### src/rtl/rv32i_pkg.sv
`default_nettype none
// ============================================================================
//  Module      : rv32i_pkg
//  Description : Shared core-wide sizing constants (physical register file
//                index width, reorder-buffer depth).
//  Revision    : 1.0 - initial release
// ============================================================================
package rv32i_pkg;

  localparam int PHYS_REG_FILE_IDX_BW = 6;
  localparam int ROB_DEPTH            = 16;

endpackage
`default_nettype wire

### src/rtl/rv32i_mult_rsv_station.sv
`default_nettype none
// ============================================================================
//  Module      : rv32i_mult_rsv_station
//  Description : Reservation station for the multiplier. Entries live in a
//                collapsing age queue (index 0 oldest). Sources wake up from
//                the CDB; the oldest entry with both operands ready is issued.
//  Revision    : 1.0 - initial release
// ============================================================================
module rv32i_mult_rsv_station
  import rv32i_pkg::*;
#(
  parameter  int DEPTH = 4,
  localparam int TAG_W = PHYS_REG_FILE_IDX_BW,
  localparam int ROB_W = $clog2(ROB_DEPTH),
  localparam int IDX_W = $clog2(DEPTH),
  localparam int OCC_W = IDX_W + 1
) (
  input  logic             clk,
  input  logic             rstn,
  // dispatch
  input  logic             i_disp_vld,
  output logic             o_disp_rdy,
  input  logic [TAG_W-1:0] i_disp_src1_tag,
  input  logic [TAG_W-1:0] i_disp_src2_tag,
  input  logic             i_disp_src1_rdy,
  input  logic             i_disp_src2_rdy,
  input  logic [31:0]      i_disp_src1_val,
  input  logic [31:0]      i_disp_src2_val,
  input  logic [TAG_W-1:0] i_disp_dst_phys_rf_tag,
  input  logic [ROB_W-1:0] i_disp_rob_entry_idx,
  // common data bus
  input  logic             i_cdb_vld,
  input  logic [TAG_W-1:0] i_cdb_tag,
  input  logic [31:0]      i_cdb_data,
  // pipeline flush
  input  logic             i_flush,
  // issue to multiplier
  output logic             o_vld,
  input  logic             i_rdy,
  output logic [31:0]      o_multiplicand,
  output logic [31:0]      o_multiplier,
  output logic [TAG_W-1:0] o_dst_phys_rf_tag,
  output logic [ROB_W-1:0] o_rob_entry_idx,
  output logic [OCC_W-1:0] o_occupancy
);

  localparam logic [OCC_W-1:0] C_DEPTH = OCC_W'(DEPTH);

  typedef struct packed {
    logic             vld;
    logic [TAG_W-1:0] s1_tag;
    logic             s1_rdy;
    logic [31:0]      s1_val;
    logic [TAG_W-1:0] s2_tag;
    logic             s2_rdy;
    logic [31:0]      s2_val;
    logic [TAG_W-1:0] dst;
    logic [ROB_W-1:0] rob;
  } entry_t;

  entry_t           ent_q [DEPTH];
  entry_t           ent_d [DEPTH];
  logic [OCC_W-1:0] occ_q;
  logic [OCC_W-1:0] occ_d;

  // Woken copy of every entry; the extra slot at DEPTH is an empty entry
  // that the top of the queue collapses onto during an issue.
  entry_t           w_wake [DEPTH+1];
  entry_t           w_new;
  logic             w_any_elig;
  logic [IDX_W-1:0] w_sel;
  logic             w_issue;
  logic             w_disp;
  logic [OCC_W-1:0] w_wr_idx;

  assign o_disp_rdy  = (occ_q < C_DEPTH) && !i_flush;
  assign o_vld       = w_any_elig && !i_flush;
  assign o_occupancy = occ_q;
  assign w_issue     = o_vld && i_rdy;
  assign w_disp      = i_disp_vld && o_disp_rdy;
  // An issue in the same cycle collapses the queue, so the new entry lands one lower.
  assign w_wr_idx    = w_issue ? (occ_q - 1'b1) : occ_q;

  // Oldest-first select among entries whose both sources are already registered ready.
  always_comb begin
    w_any_elig = 1'b0;
    w_sel      = '0;
    for (int i = DEPTH - 1; i >= 0; i--) begin
      if (ent_q[i].vld && ent_q[i].s1_rdy && ent_q[i].s2_rdy) begin
        w_any_elig = 1'b1;
        w_sel      = IDX_W'(i);
      end
    end
  end

  // Capture CDB results into waiting sources of valid entries.
  always_comb begin
    for (int i = 0; i < DEPTH; i++) begin
      w_wake[i] = ent_q[i];
      if (i_cdb_vld && ent_q[i].vld) begin
        if (!ent_q[i].s1_rdy && (ent_q[i].s1_tag == i_cdb_tag)) begin
          w_wake[i].s1_rdy = 1'b1;
          w_wake[i].s1_val = i_cdb_data;
        end
        if (!ent_q[i].s2_rdy && (ent_q[i].s2_tag == i_cdb_tag)) begin
          w_wake[i].s2_rdy = 1'b1;
          w_wake[i].s2_val = i_cdb_data;
        end
      end
    end
    w_wake[DEPTH] = '0;
  end

  // Build the dispatched entry, bypassing a CDB result broadcast in the same cycle.
  always_comb begin
    w_new        = '0;
    w_new.vld    = 1'b1;
    w_new.s1_tag = i_disp_src1_tag;
    w_new.s1_rdy = i_disp_src1_rdy;
    w_new.s1_val = i_disp_src1_val;
    w_new.s2_tag = i_disp_src2_tag;
    w_new.s2_rdy = i_disp_src2_rdy;
    w_new.s2_val = i_disp_src2_val;
    w_new.dst    = i_disp_dst_phys_rf_tag;
    w_new.rob    = i_disp_rob_entry_idx;
    if (i_cdb_vld && !i_disp_src1_rdy && (i_disp_src1_tag == i_cdb_tag)) begin
      w_new.s1_rdy = 1'b1;
      w_new.s1_val = i_cdb_data;
    end
    if (i_cdb_vld && !i_disp_src2_rdy && (i_disp_src2_tag == i_cdb_tag)) begin
      w_new.s2_rdy = 1'b1;
      w_new.s2_val = i_cdb_data;
    end
  end

  // Next queue contents: collapse above the issued slot, append dispatch, flush kills all.
  always_comb begin
    for (int i = 0; i < DEPTH; i++) begin
      if (w_issue && (i >= int'(w_sel))) begin
        ent_d[i] = w_wake[i+1];
      end else begin
        ent_d[i] = w_wake[i];
      end
      if (w_disp && (OCC_W'(i) == w_wr_idx)) begin
        ent_d[i] = w_new;
      end
      if (i_flush) begin
        ent_d[i].vld = 1'b0;
      end
    end
  end

  // Occupancy tracks dispatches minus issues; a flush empties the station.
  always_comb begin
    occ_d = occ_q;
    if (i_flush) begin
      occ_d = '0;
    end else if (w_disp && !w_issue) begin
      occ_d = occ_q + 1'b1;
    end else if (!w_disp && w_issue) begin
      occ_d = occ_q - 1'b1;
    end
  end

  // Issue payload comes straight from the selected entry and is zeroed when idle.
  always_comb begin
    o_multiplicand    = '0;
    o_multiplier      = '0;
    o_dst_phys_rf_tag = '0;
    o_rob_entry_idx   = '0;
    if (o_vld) begin
      o_multiplicand    = ent_q[w_sel].s1_val;
      o_multiplier      = ent_q[w_sel].s2_val;
      o_dst_phys_rf_tag = ent_q[w_sel].dst;
      o_rob_entry_idx   = ent_q[w_sel].rob;
    end
  end

  // Entry and occupancy registers; reset discards everything immediately.
  always_ff @(posedge clk or negedge rstn) begin
    if (!rstn) begin
      for (int i = 0; i < DEPTH; i++) begin
        ent_q[i] <= '0;
      end
      occ_q <= '0;
    end else begin
      for (int i = 0; i < DEPTH; i++) begin
        ent_q[i] <= ent_d[i];
      end
      occ_q <= occ_d;
    end
  end

endmodule
`default_nettype wire

### config.mk
export PLATFORM = sky130hd
export DESIGN_NAME = rv32i_mult_rsv_station
export DESIGN_NICKNAME = d
export VERILOG_FILES = /design/src/rtl/rv32i_pkg.sv /design/src/rtl/rv32i_mult_rsv_station.sv
export SDC_FILE = /design/constraint.sdc
export NUM_CORES = 1
export LEC_CHECK = 0
export ABC_AREA = 0
export CAP_MARGIN = 20
export CORE_UTILIZATION = 35
export DETAILED_ROUTE_END_ITERATION = 12
export PLACE_DENSITY = 0.67
export SLEW_MARGIN = 20
export SYNTH_ARGS = -nofsm -noshare
export SYNTH_HDL_FRONTEND = slang
export SYNTH_SLANG_ARGS = --single-unit
### constraint.sdc
create_clock -name clk -period 2.05 [get_ports clk]
set_input_delay 0.205 -clock clk [delete_from_list [all_inputs] [get_ports clk]]
set_output_delay 0.205 -clock clk [all_outputs]
set_load 0.005 [all_outputs]
# ---- Word level (Yosys, flattened, before mapping)
# Index checks and enable logic that the tools add are counted.
# Widths: inputs -> output; s select.
dict set report classes {
  mux 49
  shifts 0
  reduce_logical 65
  bitwise_logic 1
  add_sub_neg 2
  n_eq_ne 13
  order_cmp 5
  div_mod_pow 0
  n_mul 0
}
# op n
set ops {}
lappend ops {{$mux 89} 8}
lappend ops {{$mux 33} 18}
lappend ops {{$bmux 89 s2} 1}
lappend ops {{$mux 81} 2}
lappend ops {{$mux 32} 2}
lappend ops {{$eq 6x6->1} 10}
lappend ops {{$logic_and 1x1->1} 37}
lappend ops {{$reduce_bool 3->1} 8}
lappend ops {{$logic_not 1->1} 13}
lappend ops {{$mux 3} 4}
lappend ops {{$mux 1} 8}
lappend ops {{$mux 2} 4}
lappend ops {{$reduce_bool 2->1} 4}
lappend ops {{$eq 2x3->1 const A} 2}
lappend ops {{$mux 6} 1}
lappend ops {{$ge 1x2->1 const A} 2}
lappend ops {{$mux 4} 1}
lappend ops {{$reduce_and 2->1} 2}
lappend ops {{$add 3x1->3 const B} 1}
lappend ops {{$eq 1x3->1 const A} 1}
lappend ops {{$ge 3x3->1 const B} 1}
lappend ops {{$logic_not 3->1} 1}
lappend ops {{$lt 3x3->1 const B} 1}
lappend ops {{$not 2->3} 1}
lappend ops {{2 further kinds} 2}
dict set report word_totals {
  n_memories 0
  out_inout_bits 79
  in_bits 132
  ramBits 0
  word_cells 172
  romBits 0
  ff_bits 359
  latch_bits 0
}

# ---- Logic depth before layout (Yosys ltp)
dict set report depth {
  ltp_word 13
  ltp_mapped 10
  depth_no_buf 7
}

# ---- Worst setup path before layout
# No wires, ideal clock.
dict set report synth_timing {
  kind {reg-to-output}
  start {register ent_q[88] in the netlist's numbering}
  end {output port o_multiplier[22]}
  path_slack_ns -0.129
  arrival_time_ns 1.974
  n_path_buf 2
  path_stages_with_launch 8
  required_time_ns 1.845
  cell_sequence {dfrtp_1 nand3_2 nand2b_1 a21oi_1 clkbuf_1 buf_1 mux4_2 and2_1}
}
dict set report synth_via {
  elab_chain_cells 11
  word_cells_on_any_way 16
  cone_classes {mux (12); bitwise (1); reduce/logical (3)}
}
# element line
set synth_lines {}
lappend synth_lines {{from (decl)} rv32i_mult_rsv_station.sv:61} ;# entry_t ent_q [DEPTH];
lappend synth_lines {{from (signal, indexed assignment)} rv32i_mult_rsv_station.sv:188} ;# ent_q[i] <= ent_d[i];
lappend synth_lines {{$logic_and 1x1->1 (*) (2 in series)} rv32i_mult_rsv_station.sv:89} ;# if (ent_q[i].vld && ent_q[i].s1_rdy && ent_q[i].s2_rdy) begin
lappend synth_lines {{$mux 2 (4 in series)} rv32i_mult_rsv_station.sv:89}
lappend synth_lines {{$not 2->3 (implied by the code)} rv32i_mult_rsv_station.sv:173} ;# o_multiplier = ent_q[w_sel].s2_val;
lappend synth_lines {{$bmux 89 s2} rv32i_mult_rsv_station.sv:173}
lappend synth_lines {{$mux 81 (2 in series)} -}
lappend synth_lines {{$mux 32 (*)} rv32i_mult_rsv_station.sv:171} ;# if (o_vld) begin
lappend synth_lines {{to (decl)} rv32i_mult_rsv_station.sv:41} ;# output logic [31:0] o_multiplier,
# Every way passes the cells marked *; elsewhere a longest branch is shown, timed or not. The select of a mux whose other input is x is not followed.

# ---- Worst setup path after layout
dict set report layout_timing {
  start {register ent_q[348] in the netlist's numbering}
  end {output port o_multiplier[16]}
}
dict set report layout_via {
  elab_chain_cells 8
  word_cells_on_any_way 10
  cone_classes {mux (6); bitwise (1); reduce/logical (3)}
}
# element line
set layout_lines {}
lappend layout_lines {{$logic_and 1x1->1 (*) (2 in series)} rv32i_mult_rsv_station.sv:89}
lappend layout_lines {{$mux 2} rv32i_mult_rsv_station.sv:89}
lappend layout_lines {{$not 2->3 (implied by the code)} rv32i_mult_rsv_station.sv:173}
lappend layout_lines {{$bmux 89 s2} rv32i_mult_rsv_station.sv:173}
lappend layout_lines {{$mux 81 (2 in series)} -}
lappend layout_lines {{$mux 32 (*)} rv32i_mult_rsv_station.sv:171}
# Marked as above.

==> implementation parameters <==
Parameter                              Value

Status
  Outcome    finished with violations
  Violations in the final reports    negative setup slack

Timing
  Tcrit/Tclk final    145%
  Final setup slack of the worst path    -914 ps
  Final number of hold-violating endpoints    0
  Actual transition at the worst max-transition pin    around 700 ps
  Number of setup violations in the final report    ~430
  Unrepaired setup endpoints after global routing    yes
  Relative slew slack    between 50 and 60%
  Number of slew-limit violations in the final report    0
  Worst setup skew after layout    26.5 ps
  Achievable frequency    roughly 340 MHz
  Final period demand of the worst path    2960 ps
  Tightest hold margin    212 ps

Setup path
  Kind of start point of the critical path    register
  CP Capture Type    output port
  Critical path type    reg2out
  Setup slack of the worst register-to-register path    -740 ps
  Maximum fanout count along the critical path    8
  Data required time of the worst path    ~1900 ps
  Crit Reg-Reg Startpoint    ent_q[170]
  Cell count of the worst reg-to-reg path    11
  Arr. time, crit path    ~2800 ps
  Endpoint of the lowest-slack register-to-register path    ent_q[287]

Min path
  Path type of the worst min-delay path    in2async

Layout
  Multi-input combinational cell area    13400 um2
  Layout cell share with drive strength beyond 1    between 40 and 50%
  Area growth, synth to finish    57.6%
  Area taken by flip-flops and latches    8980 um2
  Fill count    about 4700
  Most common cell after layout, fill and taps aside    sky130_fd_sc_hd__dfrtp_1
  Cell area after layout    between 30000 and 40000 um2
  Final net count    2713
  Most used cells in the layout excluding fill and tap cells    sky130_fd_sc_hd__dfrtp_1, sky130_fd_sc_hd__buf_4, sky130_fd_sc_hd__mux2i_1, sky130_fd_sc_hd__clkdlybuf4s50_1, sky130_fd_sc_hd__buf_6

Synth
  Number of nets in the synthesized netlist    around 2200
  Average footprint of a synthesized cell    between 10 and 15 um2
  Area of the mapped netlist    about 21000 um2
  Post-synth EDFFs    0
  Share of the yosys chip area belonging to registers    between 40 and 50%
  Compound-gate portion of the synthesized area    21.8%
  Flip-flop and latch count after synthesis    between 300 and 400
  Share of synthesized cell area in full adder, half adder and majority cells    0.118%
  Main combinational cell family by area after synthesis    compound AO/OA/AOI/OAI gates
  Number of cells produced by synthesis    about 2000
  Most instantiated flip-flop cell in the synthesis netlist    sky130_fd_sc_hd__dfrtp_1
  Share of flip-flops with an asynchronous set or reset after synthesis    between 90% and 100%
  Synth unique cells    between 50 and 60
  Fraction of the mapped netlist area in simple logic gates    between 10% and 20%
  Number of warnings issued by yosys    0
  Multiplexer share of the synthesized area    16.8%
  Share of the synthesized netlist area taken by xor and xnor gates    between 2 and 3%

Routing
  Residual DRC    0
  Number of DRC markers after the initial detailed-route iteration    ~2400
  Total via count in the routed design    ~22000
  Average routed wire per standard cell    approximately 29 um
  Vias per cell    about 6.5
  Routed WL    between 90000 and 100000 um
  Post-route antenna net violation count    0
  First drt pass iteration count    7

Floorplan
  Placeable Area    between 50000 and 60000 um2
  Height of the die    248 um
  Cell Rows    between 80 and 90
  Boundary Pins    approximately 210
  Die boundary width    between 200 and 250 um
  Die Footprint    just over 60000 um2
  Initial Utilization    ~36%

GRT
  Wire length of the first global-routing pass    130000 um
  Congestion Overflow GR    0
  Vias in the first global route    between 20000 and 25000
  Largest net degree at the start of global routing    65
  Initial antenna violation count    1
  Global-route usage over all layers    27.6%

Power
  Worst supply voltage drop on vdd    549 uV
  Static leakage    between 10 and 15 nW
  Power density normalized to cell area    slightly below 900 nW/um2

Placement
  Number of port buffers    210
  HPWL after detailed placement    between 50000 and 60000 um
  Worst setup slack before clock tree synthesis    -870 ps
  Cell area reported after detailed placement    around 27000 um2
  Final GP Congestion    0.898

Clocking
  Insertion delay of the later-clocked pin in the worst-skew pair    roughly 580 ps
  Maximum root-to-sink buffer count    3
  Deepest level of the CTS H-tree    2
  Clock tree from TritonCTS    built
  Total clock buffers created by CTS    between 40 and 50
  Clock-pin slew of the registers on the worst-case setup and hold paths    about 60 ps
  Root cell of the clock tree    sky130_fd_sc_hd__clkbuf_16
  Number of clock sinks    between 300 and 400

Job
  Maximum Capacitance Violations    0
## final cells by class
class / count / share of cell area [%]
Inverter: 5 / 0.0635
Clock inverter: 11 / 0.377
Clock buffer: 63 / 3.59
Antenna cell: 1 / 0.00747
Timing Repair Buffer: 702 / 26.3
Sequential cell: 359 / 26.8
Multi-Input combinational cell: 1468 / 40.0
Tap cell: 773 / 2.89
## layer usage
metal / part of all wire (%) / wire length, um / vias up / global-route usage [%]
met1: 37 / 36100 / 10902 / 36.3
met2: 45 / 44200 / 1800 / 43.0
met3: 12 / 11300 / 475 / 6.35
met5: 0.012 / 12 / - / 0
met4: 5.8 / 5610 / 2 / 13.1
li1: - / - / 8812 / -
## registers in the layout (all words and copies together), names as in the netlist
name and count:
ent_q 356, o_occupancy 3
## critical path, stage by stage, from the launching register on
cell	delay (ps)
sky130_fd_sc_hd__dfrtp_1	410
sky130_fd_sc_hd__nand3_4	110
sky130_fd_sc_hd__nand2_4	60
sky130_fd_sc_hd__a21oi_4	130
sky130_fd_sc_hd__buf_6	130
sky130_fd_sc_hd__buf_12	200
sky130_fd_sc_hd__buf_16	160
sky130_fd_sc_hd__buf_4	110
sky130_fd_sc_hd__mux4_2	570
sky130_fd_sc_hd__and2_4	180
sky130_fd_sc_hd__buf_6	110
## where the power goes
group / switching [mW] / internal (mW)
combinational: 4.40 / 5.48
sequential: 2.20 / 9.67
clock: 3.24 / 4.31
total: 9.83 / 19.5
## synth_stat cells (46+ instances only)
library cell,n,area share [%]
sky130_fd_sc_hd__o22ai_1,131,3.9
sky130_fd_sc_hd__a21oi_1,46,1.1
sky130_fd_sc_hd__nand2_1,134,2.4
sky130_fd_sc_hd__a22o_1,54,2.2
sky130_fd_sc_hd__o211ai_1,66,2.3
sky130_fd_sc_hd__nand2b_1,100,2.9
sky130_fd_sc_hd__clkbuf_1,140,2.5
sky130_fd_sc_hd__and2_1,78,2.3
sky130_fd_sc_hd__o31ai_1,47,1.7
sky130_fd_sc_hd__dfrtp_1,359,42
sky130_fd_sc_hd__mux2i_1,185,8.7
sky130_fd_sc_hd__a31oi_1,51,1.5
sky130_fd_sc_hd__mux4_2,74,7.8
sky130_fd_sc_hd__o21ai_0,90,2.1
sky130_fd_sc_hd__o22a_1,64,2.6
sky130_fd_sc_hd__nor2_1,93,1.6
## worst max-delay path by stage
stage,slack (ps),cells past startpoint,endpoint,start
5_1_grt,-990,11,o_multiplicand[0],ent_q[348]
6_report,-910,10,o_multiplier[16],ent_q[348]
2_1_floorplan,-40,9,ent_q[103],ent_q[355]
3_3_place_gp,-820,11,ent_q[116],i_cdb_tag[5]
3_5_place_dp,-870,11,ent_q[103],i_cdb_tag[5]
4_1_cts,-960,10,o_multiplicand[26],ent_q[42]
## kinds of logic after synthesis
kind of cell / count (synthesis)
AOI/OAI and AO/OA: 652
xor gates and xnor gates: 62
muxes: 263
buffers and inverters: 222
DFF: 359
adders and majority gates: 2
and+or+nand+nor: 488
## per-stage QoR
step,instances,utilization (%),power (mW),setup TNS [ps]
after floorplan,2048,-,16.2,-4060
after global placement,3121,45.6,18.9,-218500
after detailed placement,3121,45.6,19.4,-220760
after CTS,3294,51.2,27.2,-149390
after global routing,3381,56.3,30.4,-223740
final,3382,56.3,29.3,-210510
## what timing repair did
action                                 CTS  global route
cloned                                  25            45
hold buffers                             1             0
endpoints found under the hold margin   49             0
pin swaps                               81            65
resized for setup                      505           443
buffers inserted                        75            60
setup endpoints to repair              432           434
No activity file was read; power rests on OpenSTA's default activity.
